--- src/rtl/axis_pkg.sv ---
// Shared width helpers for the AXI-stream framing blocks.
package axis_pkg;

    // Width of an index into n items; never narrower than one bit.
    function automatic int index_width(input int n);
        return (n > 1) ? $clog2(n) : 1;
    endfunction

    // Occupancy counter width: one extra bit separates full from empty.
    function automatic int occ_width(input int depth);
        return $clog2(depth) + 1;
    endfunction

endpackage

--- src/rtl/axi_stream_if.sv ---
// Minimal AXI-stream bundle with receiver and transmitter views.
interface axi_stream_if #(
    parameter int D_W = 32
);
    logic [D_W-1:0] tdata;
    logic           tvalid;
    logic           tready;
    logic           tlast;

    modport axi_in  (input  tdata, tvalid, tlast, output tready);
    modport axi_out (output tdata, tvalid, tlast, input  tready);
endinterface

--- src/rtl/axis_sync_fifo.sv ---
// Synchronous FIFO with a registered head word and a registered full flag,
// so neither output depends combinationally on push or pop.
module axis_sync_fifo
    import axis_pkg::*;
#(
    parameter int WIDTH = 33,
    parameter int DEPTH = 4
) (
    input  logic             clk,
    input  logic             rst_n,
    input  logic             i_push,
    input  logic [WIDTH-1:0] i_din,
    input  logic             i_pop,
    output logic [WIDTH-1:0] o_head,
    output logic             o_full,
    output logic             o_empty
);
    localparam int PTR_W = index_width(DEPTH);
    localparam int OCC_W = occ_width(DEPTH);
    localparam logic [OCC_W-1:0] FULL_CNT = OCC_W'(DEPTH);

    logic [WIDTH-1:0] r_mem [DEPTH];
    logic [PTR_W-1:0] r_wr_ptr;
    logic [PTR_W-1:0] r_rd_ptr;
    logic [OCC_W-1:0] r_count;
    logic [WIDTH-1:0] r_head;
    logic             r_full;

    logic             w_push;
    logic             w_pop;
    logic [PTR_W-1:0] w_next_rd;
    logic [OCC_W-1:0] w_count_next;

    assign w_push       = i_push && !r_full;
    assign w_pop        = i_pop && (r_count != '0);
    assign w_next_rd    = w_pop ? r_rd_ptr + PTR_W'(1) : r_rd_ptr;
    assign w_count_next = r_count + OCC_W'(w_push) - OCC_W'(w_pop);

    // NOTE: the storage array has no reset; validity is tracked by r_count,
    // so clearing it would only add reset fan-out.
    always_ff @(posedge clk) begin
        if (w_push) begin
            r_mem[r_wr_ptr] <= i_din;
        end
    end

    always_ff @(posedge clk or negedge rst_n) begin
        if (!rst_n) begin
            r_wr_ptr <= '0;
            r_rd_ptr <= '0;
            r_count  <= '0;
            r_full   <= 1'b1;
            r_head   <= '0;
        end else begin
            if (w_push) begin
                r_wr_ptr <= r_wr_ptr + PTR_W'(1);
            end
            r_rd_ptr <= w_next_rd;
            r_count  <= w_count_next;
            r_full   <= (w_count_next == FULL_CNT);
            // When the new head is the word being written, take it from the input.
            if (w_count_next != '0) begin
                r_head <= (w_push && (w_next_rd == r_wr_ptr)) ? i_din : r_mem[w_next_rd];
            end
        end
    end

    assign o_head  = r_head;
    assign o_full  = r_full;
    assign o_empty = (r_count == '0);
endmodule

--- src/rtl/axis_row_framer.sv ---
// Buffered AXI-stream pass-through that regenerates tlast every ROW_LEN beats
// and flags upstream beats whose tlast disagrees with the local row count.
module axis_row_framer
    import axis_pkg::*;
#(
    parameter int D_W     = 32,
    parameter int ROW_LEN = 8,
    parameter int DEPTH   = 4,
    parameter int CNT_W   = 16
) (
    input  logic             clk,
    input  logic             rst_n,
    axi_stream_if.axi_in     s_axis,
    axi_stream_if.axi_out    m_axis,
    output logic             err_tlast,
    output logic [CNT_W-1:0] rows_sent,
    output logic             empty
);
    localparam int IDX_W = index_width(ROW_LEN);
    localparam logic [IDX_W-1:0] LAST_IDX = IDX_W'(ROW_LEN - 1);

    typedef struct packed {
        logic signed [D_W-1:0] tdata;
        logic                  tlast;
    } axis_beat_t;

    axis_beat_t       w_din;
    axis_beat_t       w_head;
    logic             w_full;
    logic             w_empty;
    logic             w_push;
    logic             w_pop;
    logic             w_gen_last;

    logic [IDX_W-1:0] r_in_cnt;
    logic             r_err_tlast;
    logic [CNT_W-1:0] r_rows_sent;

    assign w_gen_last = (r_in_cnt == LAST_IDX);
    assign w_push     = s_axis.tvalid && !w_full;
    assign w_pop      = !w_empty && m_axis.tready;
    assign w_din      = '{tdata: s_axis.tdata, tlast: w_gen_last};

    // The row count free-runs; an upstream tlast mismatch is reported, not obeyed.
    always_ff @(posedge clk or negedge rst_n) begin
        if (!rst_n) begin
            r_in_cnt    <= '0;
            r_err_tlast <= 1'b0;
            r_rows_sent <= '0;
        end else begin
            if (w_push) begin
                r_in_cnt <= w_gen_last ? '0 : r_in_cnt + IDX_W'(1);
            end
            r_err_tlast <= w_push && (s_axis.tlast != w_gen_last);
            if (w_pop && w_head.tlast) begin
                r_rows_sent <= r_rows_sent + CNT_W'(1);
            end
        end
    end

    axis_sync_fifo #(
        .WIDTH ($bits(axis_beat_t)),
        .DEPTH (DEPTH)
    ) u_fifo (
        .clk     (clk),
        .rst_n   (rst_n),
        .i_push  (w_push),
        .i_din   (w_din),
        .i_pop   (w_pop),
        .o_head  (w_head),
        .o_full  (w_full),
        .o_empty (w_empty)
    );

    assign s_axis.tready = !w_full;
    assign m_axis.tvalid = !w_empty;
    assign m_axis.tdata  = w_head.tdata;
    assign m_axis.tlast  = w_head.tlast;
    assign err_tlast     = r_err_tlast;
    assign rows_sent     = r_rows_sent;
    assign empty         = w_empty;
endmodule

--- src/flat_wrapper.sv ---
// flat-port wrapper written by rule: the top's interface ports become plain ports
module axis_row_framer_flat import axis_pkg::*;
#(
    parameter int D_W     = 32,
    parameter int ROW_LEN = 8,
    parameter int DEPTH   = 4,
    parameter int CNT_W   = 16
)
  (clk, rst_n, err_tlast, rows_sent, empty, s_axis_tdata, s_axis_tvalid, s_axis_tlast, s_axis_tready, m_axis_tdata, m_axis_tvalid, m_axis_tlast, m_axis_tready);
  axi_stream_if #(.D_W(D_W)) s_axis_i ();
  axi_stream_if #(.D_W(D_W)) m_axis_i ();
  input  logic clk;
  input  logic rst_n;
  output logic err_tlast;
  output logic [CNT_W-1:0] rows_sent;
  output logic empty;
  input wire logic [$bits(s_axis_i.tdata)-1:0] s_axis_tdata;
  input wire logic [$bits(s_axis_i.tvalid)-1:0] s_axis_tvalid;
  input wire logic [$bits(s_axis_i.tlast)-1:0] s_axis_tlast;
  output wire logic [$bits(s_axis_i.tready)-1:0] s_axis_tready;
  output wire logic [$bits(m_axis_i.tdata)-1:0] m_axis_tdata;
  output wire logic [$bits(m_axis_i.tvalid)-1:0] m_axis_tvalid;
  output wire logic [$bits(m_axis_i.tlast)-1:0] m_axis_tlast;
  input wire logic [$bits(m_axis_i.tready)-1:0] m_axis_tready;
  assign s_axis_i.tdata = s_axis_tdata;
  assign s_axis_i.tvalid = s_axis_tvalid;
  assign s_axis_i.tlast = s_axis_tlast;
  assign s_axis_tready = s_axis_i.tready;
  assign m_axis_tdata = m_axis_i.tdata;
  assign m_axis_tvalid = m_axis_i.tvalid;
  assign m_axis_tlast = m_axis_i.tlast;
  assign m_axis_i.tready = m_axis_tready;
  axis_row_framer #(.D_W(D_W), .ROW_LEN(ROW_LEN), .DEPTH(DEPTH), .CNT_W(CNT_W)) u_core (.clk(clk), .rst_n(rst_n), .s_axis(s_axis_i), .m_axis(m_axis_i), .err_tlast(err_tlast), .rows_sent(rows_sent), .empty(empty));
endmodule
--- config.mk ---
export PLATFORM = sky130hd
export DESIGN_NAME = axis_row_framer_flat
export DESIGN_NICKNAME = d
export VERILOG_FILES = /design/src/rtl/axis_pkg.sv /design/src/rtl/axi_stream_if.sv /design/src/rtl/axis_sync_fifo.sv /design/src/rtl/axis_row_framer.sv /design/src/flat_wrapper.sv
export SDC_FILE = /design/constraint.sdc
export NUM_CORES = 1
export LEC_CHECK = 0
export CAP_MARGIN = 20
export CORE_MARGIN = 8
export CORE_UTILIZATION = 42
export DETAILED_ROUTE_END_ITERATION = 12
export PLACE_DENSITY = 0.71
export SETUP_SLACK_MARGIN = 0.05
export SLEW_MARGIN = 20
export SYNTH_ARGS = -nofsm -noshare
export SYNTH_HDL_FRONTEND = slang
export SYNTH_SLANG_ARGS = --single-unit
--- constraint.sdc ---
create_clock -name clk -period 3.9 [get_ports clk]
set_clock_uncertainty 0.05 [all_clocks]
set_input_delay 0.78 -clock clk [delete_from_list [all_inputs] [get_ports clk]]
set_output_delay 0.78 -clock clk [all_outputs]
set_load 0.01 [all_outputs]
==> run_results.csv <==
group,metric,value,unit
run_status,status,"completed",
synth,syn-cell-area,8590,sq um
layout,multi_input_area,2830,sq um
route,drc,0,
global_routing,grt_pass1_vias,5902,
floorplanning,pin_count,90,
worst_hold_path,hp-class,"primary input to asynchronous set/reset pin",
sta,finalCritPeriodShare,0.859,
floorplanning,die_h,159,microns
power_and_ir_drop,clock_power_share,0.194,
layout,final_cell_area,10400,sq um
layout,fillCellCount,1712,
critical_path,path_buf_inv,4,
floorplanning,rows,52,
clock_network,clkLatencyLatePin,0.43,ns
critical_path,worstSetupPathType,"primary input to flip-flop",
route,wirelength,20400,microns
sta,period_needed,3.35,ns
power_and_ir_drop,internal_power,0.00527,W
critical_path,crit_family,"adder cells",
clock_network,htree_levels,4,
placed_design,port_buffers,89,
sta,relSlewSlack,0.452,
clock_network,hold_buffers,0,
sta,worst_pin_slew,0.822,ns
layout,antenna_cells,0,
synth,ys_seq_elements,193,
power_and_ir_drop,leakage,3.62,nW
route,vias_per_cell,5.76,
global_routing,grt_util_all_layers,0.161,
power_and_ir_drop,switching_share,0.379,
power_and_ir_drop,p_comb_frac,0.424,
synth,synthCells,684,
route,drt_pass1_iterations,5,
synth,syn_nets,731,
placed_design,finalWeightedCongestion,0.754,
clock_network,clkTransAtPathRegs,0.07,ns
critical_path,path_cells,"clkdlybuf4s50_1, nor2b_1, inv_1, ha_1, inv_1, ha_1, fa_1, xnor2_2, xnor2_2, or3_1, o21ai_4, buf_12, o22ai_1, a21oi_1",
job,max_cap_violations,0,
synth,ys_async_sr_fraction,0.316,
power_and_ir_drop,p_sw,0.00321,W
route,drtIter0Drc,515,
layout,seq_area,5500,sq um
sta,rsz0062_at_grt,"false",
power_and_ir_drop,seqPwrFrac,0.381,
route,vias,6012,
global_routing,grt_pass1_wl,32500,microns
global_routing,grt_antenna_before_repair,0,
sta,setup_tns,0,ns
critical_path,start_kind,"primary input",
critical_path,crit_arrival,3.64,ns
clock_network,cts_tree,"yes",
clock_network,cts_root_buffer,"clkbuf_16",
clock_network,post-cts-setup-buffers,0,
critical_path,required,4.19,ns
sta,finalSetupViolations,0,
floorplanning,die_area,25300,sq um
placed_design,place_area,9840,sq um
placed_design,hpwl,12600,microns
critical_path,slowest_delay,0.44,ns
floorplanning,initial_core_util,0.426,
clock_network,cts_max_path_buffers,2,
layout,drive_gt1_frac,0.140,
sta,fmax,0.298,GHz
layout,area_growth,21.0,%
sta,finalMaxSlewViolations,0,
power_and_ir_drop,ir_worst_vdd,524,uV
synth,synthFlopType,"edfxtp_1",
clock_network,cts_sinks,193,
global_routing,overflow,0,
global_routing,grt_max_degree,73,
critical_path,path_max_fanout,16,
floorplanning,coreArea,20200,sq um
synth,yosysWarnings,0,
clock_network,cts_resized,0,
critical_path,cp_slowest_cell,"clkdlybuf4s50_1",
synth,ys_types,38,
synth,ys_seq_area_frac,0.639,
route,wire_per_inst,19.5,microns
layout,fin_nets,808,
synth,synth_edf_count,132,
sta,final-hold-violation-count,0,
synth,syn_avg_cell_area,12.6,sq um
floorplanning,dieWidth,159,microns
clock_network,numCtsBuffers,17,
power_and_ir_drop,power_density,816,nW/um^2
critical_path,end_kind,"flip-flop",
route,antenna_left,0,
[power groups by stage]
stage,clock network [W],registers [W],logic (W)
after global routing,0.00176,0.00332,0.00393
after global placement,0,0.00326,0.00351
final,0.00165,0.00324,0.00360
after detailed placement,0,0.00327,0.00361
after floorplan,0,0.00315,0.00232
after CTS,0.00168,0.00323,0.00363
[area by class of cell]
type                       instances  area share
multi-input combinational        424       0.272
inverter                          11     0.00397
clock buffer                      18      0.0422
clock inverter                    14      0.0117
timing repair buffer             114       0.109
tap                              270      0.0325
sequential                       193       0.529
[metal layers]
metal / GRT usage / vias to the layer above / routed length (microns)
met5: 0 / - / 0
met4: 0.0523 / 0 / 245
met3: 0.0315 / 19 / 1160
met2: 0.270 / 220 / 10200
met1: 0.206 / 2984 / 8810
li1: - / 2789 / -
[placed cells by master (no fill, tap or decap), types with 4 or more instances in the layout]
cell	count
o221ai_1	33
buf_12	5
o21ai_1	11
clkinvlp_4	4
buf_4	20
dfrtp_1	58
o22ai_1	65
nand2_1	48
nand4_1	4
nor3_1	38
nor2_1	8
mux2_2	34
xnor2_1	14
ha_1	9
and2_2	4
xor2_1	6
clkdlybuf4s50_1	88
nand3_1	7
nor3b_1	34
a21oi_1	32
clkbuf_16	17
edfxtp_1	132
inv_1	10
o21ai_0	58
[worst paths after layout]
check | cells past startpoint | endpoint | slack [ns] | from
min in group clk | 1 | u_core.rows_sent[15] | 0.42 | u_core.rows_sent[15]
min reg2reg | 1 | u_core.rows_sent[15] | 0.42 | u_core.rows_sent[15]
min | 1 | u_core.u_fifo.o_head[24] | 0.18 | rst_n
max reg2reg | 13 | u_core.u_fifo.o_head[27] | 0.83 | u_core.u_fifo.r_count[0]
max | 14 | u_core.u_fifo.o_head[27] | 0.55 | s_axis_tvalid
max in group asynchronous | 2 | u_core.u_fifo.o_full | 2.86 | rst_n
[Yosys cell counts (8+ instances only)]
cell      instances  area (sq um)
nor3_1           38           190
nor2_1            8          30.0
o22ai_1          65           407
buf_2            12          60.1
dfrtp_1          60          1500
o21ai_1          11          55.1
nor3b_1          34           255
mux2_2           34           383
xnor2_1          14           123
clkbuf_1         37           139
inv_1            10          37.5
nand2_1          48           180
a21oi_1          32           160
edfxtp_1        132          3960
o21ai_0          58           290
ha_1              9           113
o221ai_1         33           289
[flip-flops by register name, indices dropped and copies added (netlist names)]
register and cells:
u_core.u_fifo.r_wr_ptr 2, u_core.u_fifo.r_rd_ptr 2, u_core.u_fifo.r_mem 132, u_core.err_tlast 1, u_core.rows_sent 16, u_core.u_fifo.o_head 33
u_core.u_fifo.o_full 1, u_core.u_fifo.r_count 3, u_core.r_in_cnt 3
[worst register-to-register path, cell delays in order (launching register included)]
cell and delay [ns]:
dfrtp_1 0.42, o31ai_4 0.27, inv_2 0.06, ha_1 0.27, inv_1 0.04, ha_1 0.18, fa_1 0.41, xnor2_2 0.17
xnor2_2 0.16, or3_1 0.39, o21ai_4 0.12, buf_12 0.18, o22ai_1 0.10, a21oi_1 0.16
[per-stage QoR]
step,hold WS (ns),worst slack (ns),std cells,power (W),utilization
CTS,0.173,0.548,1044,0.00854,0.516
detailed placement,0.409,0.133,1012,0.00688,0.488
global placement,0.407,0.202,1012,0.00676,0.488
global route,0.183,0.415,1044,0.00900,0.516
floorplan,0.400,0.495,684,0.00547,-
finish,0.182,0.550,1044,0.00849,0.516
[cell families (layout without fill, tap and decap cells)]
| family | after synthesis | after routing | synth area share |
|---|---|---|---|
| compound gates | 204 | 204 | 0.148 |
| flops | 193 | 193 | 0.639 |
| simple gates | 154 | 154 | 0.0950 |
| buf+inv | 67 | 157 | 0.0336 |
| mux | 34 | 34 | 0.0446 |
| xor+xnor | 22 | 22 | 0.0242 |
| fa+ha+maj | 10 | 10 | 0.0154 |
No activity file was read; power rests on OpenSTA's default activity.
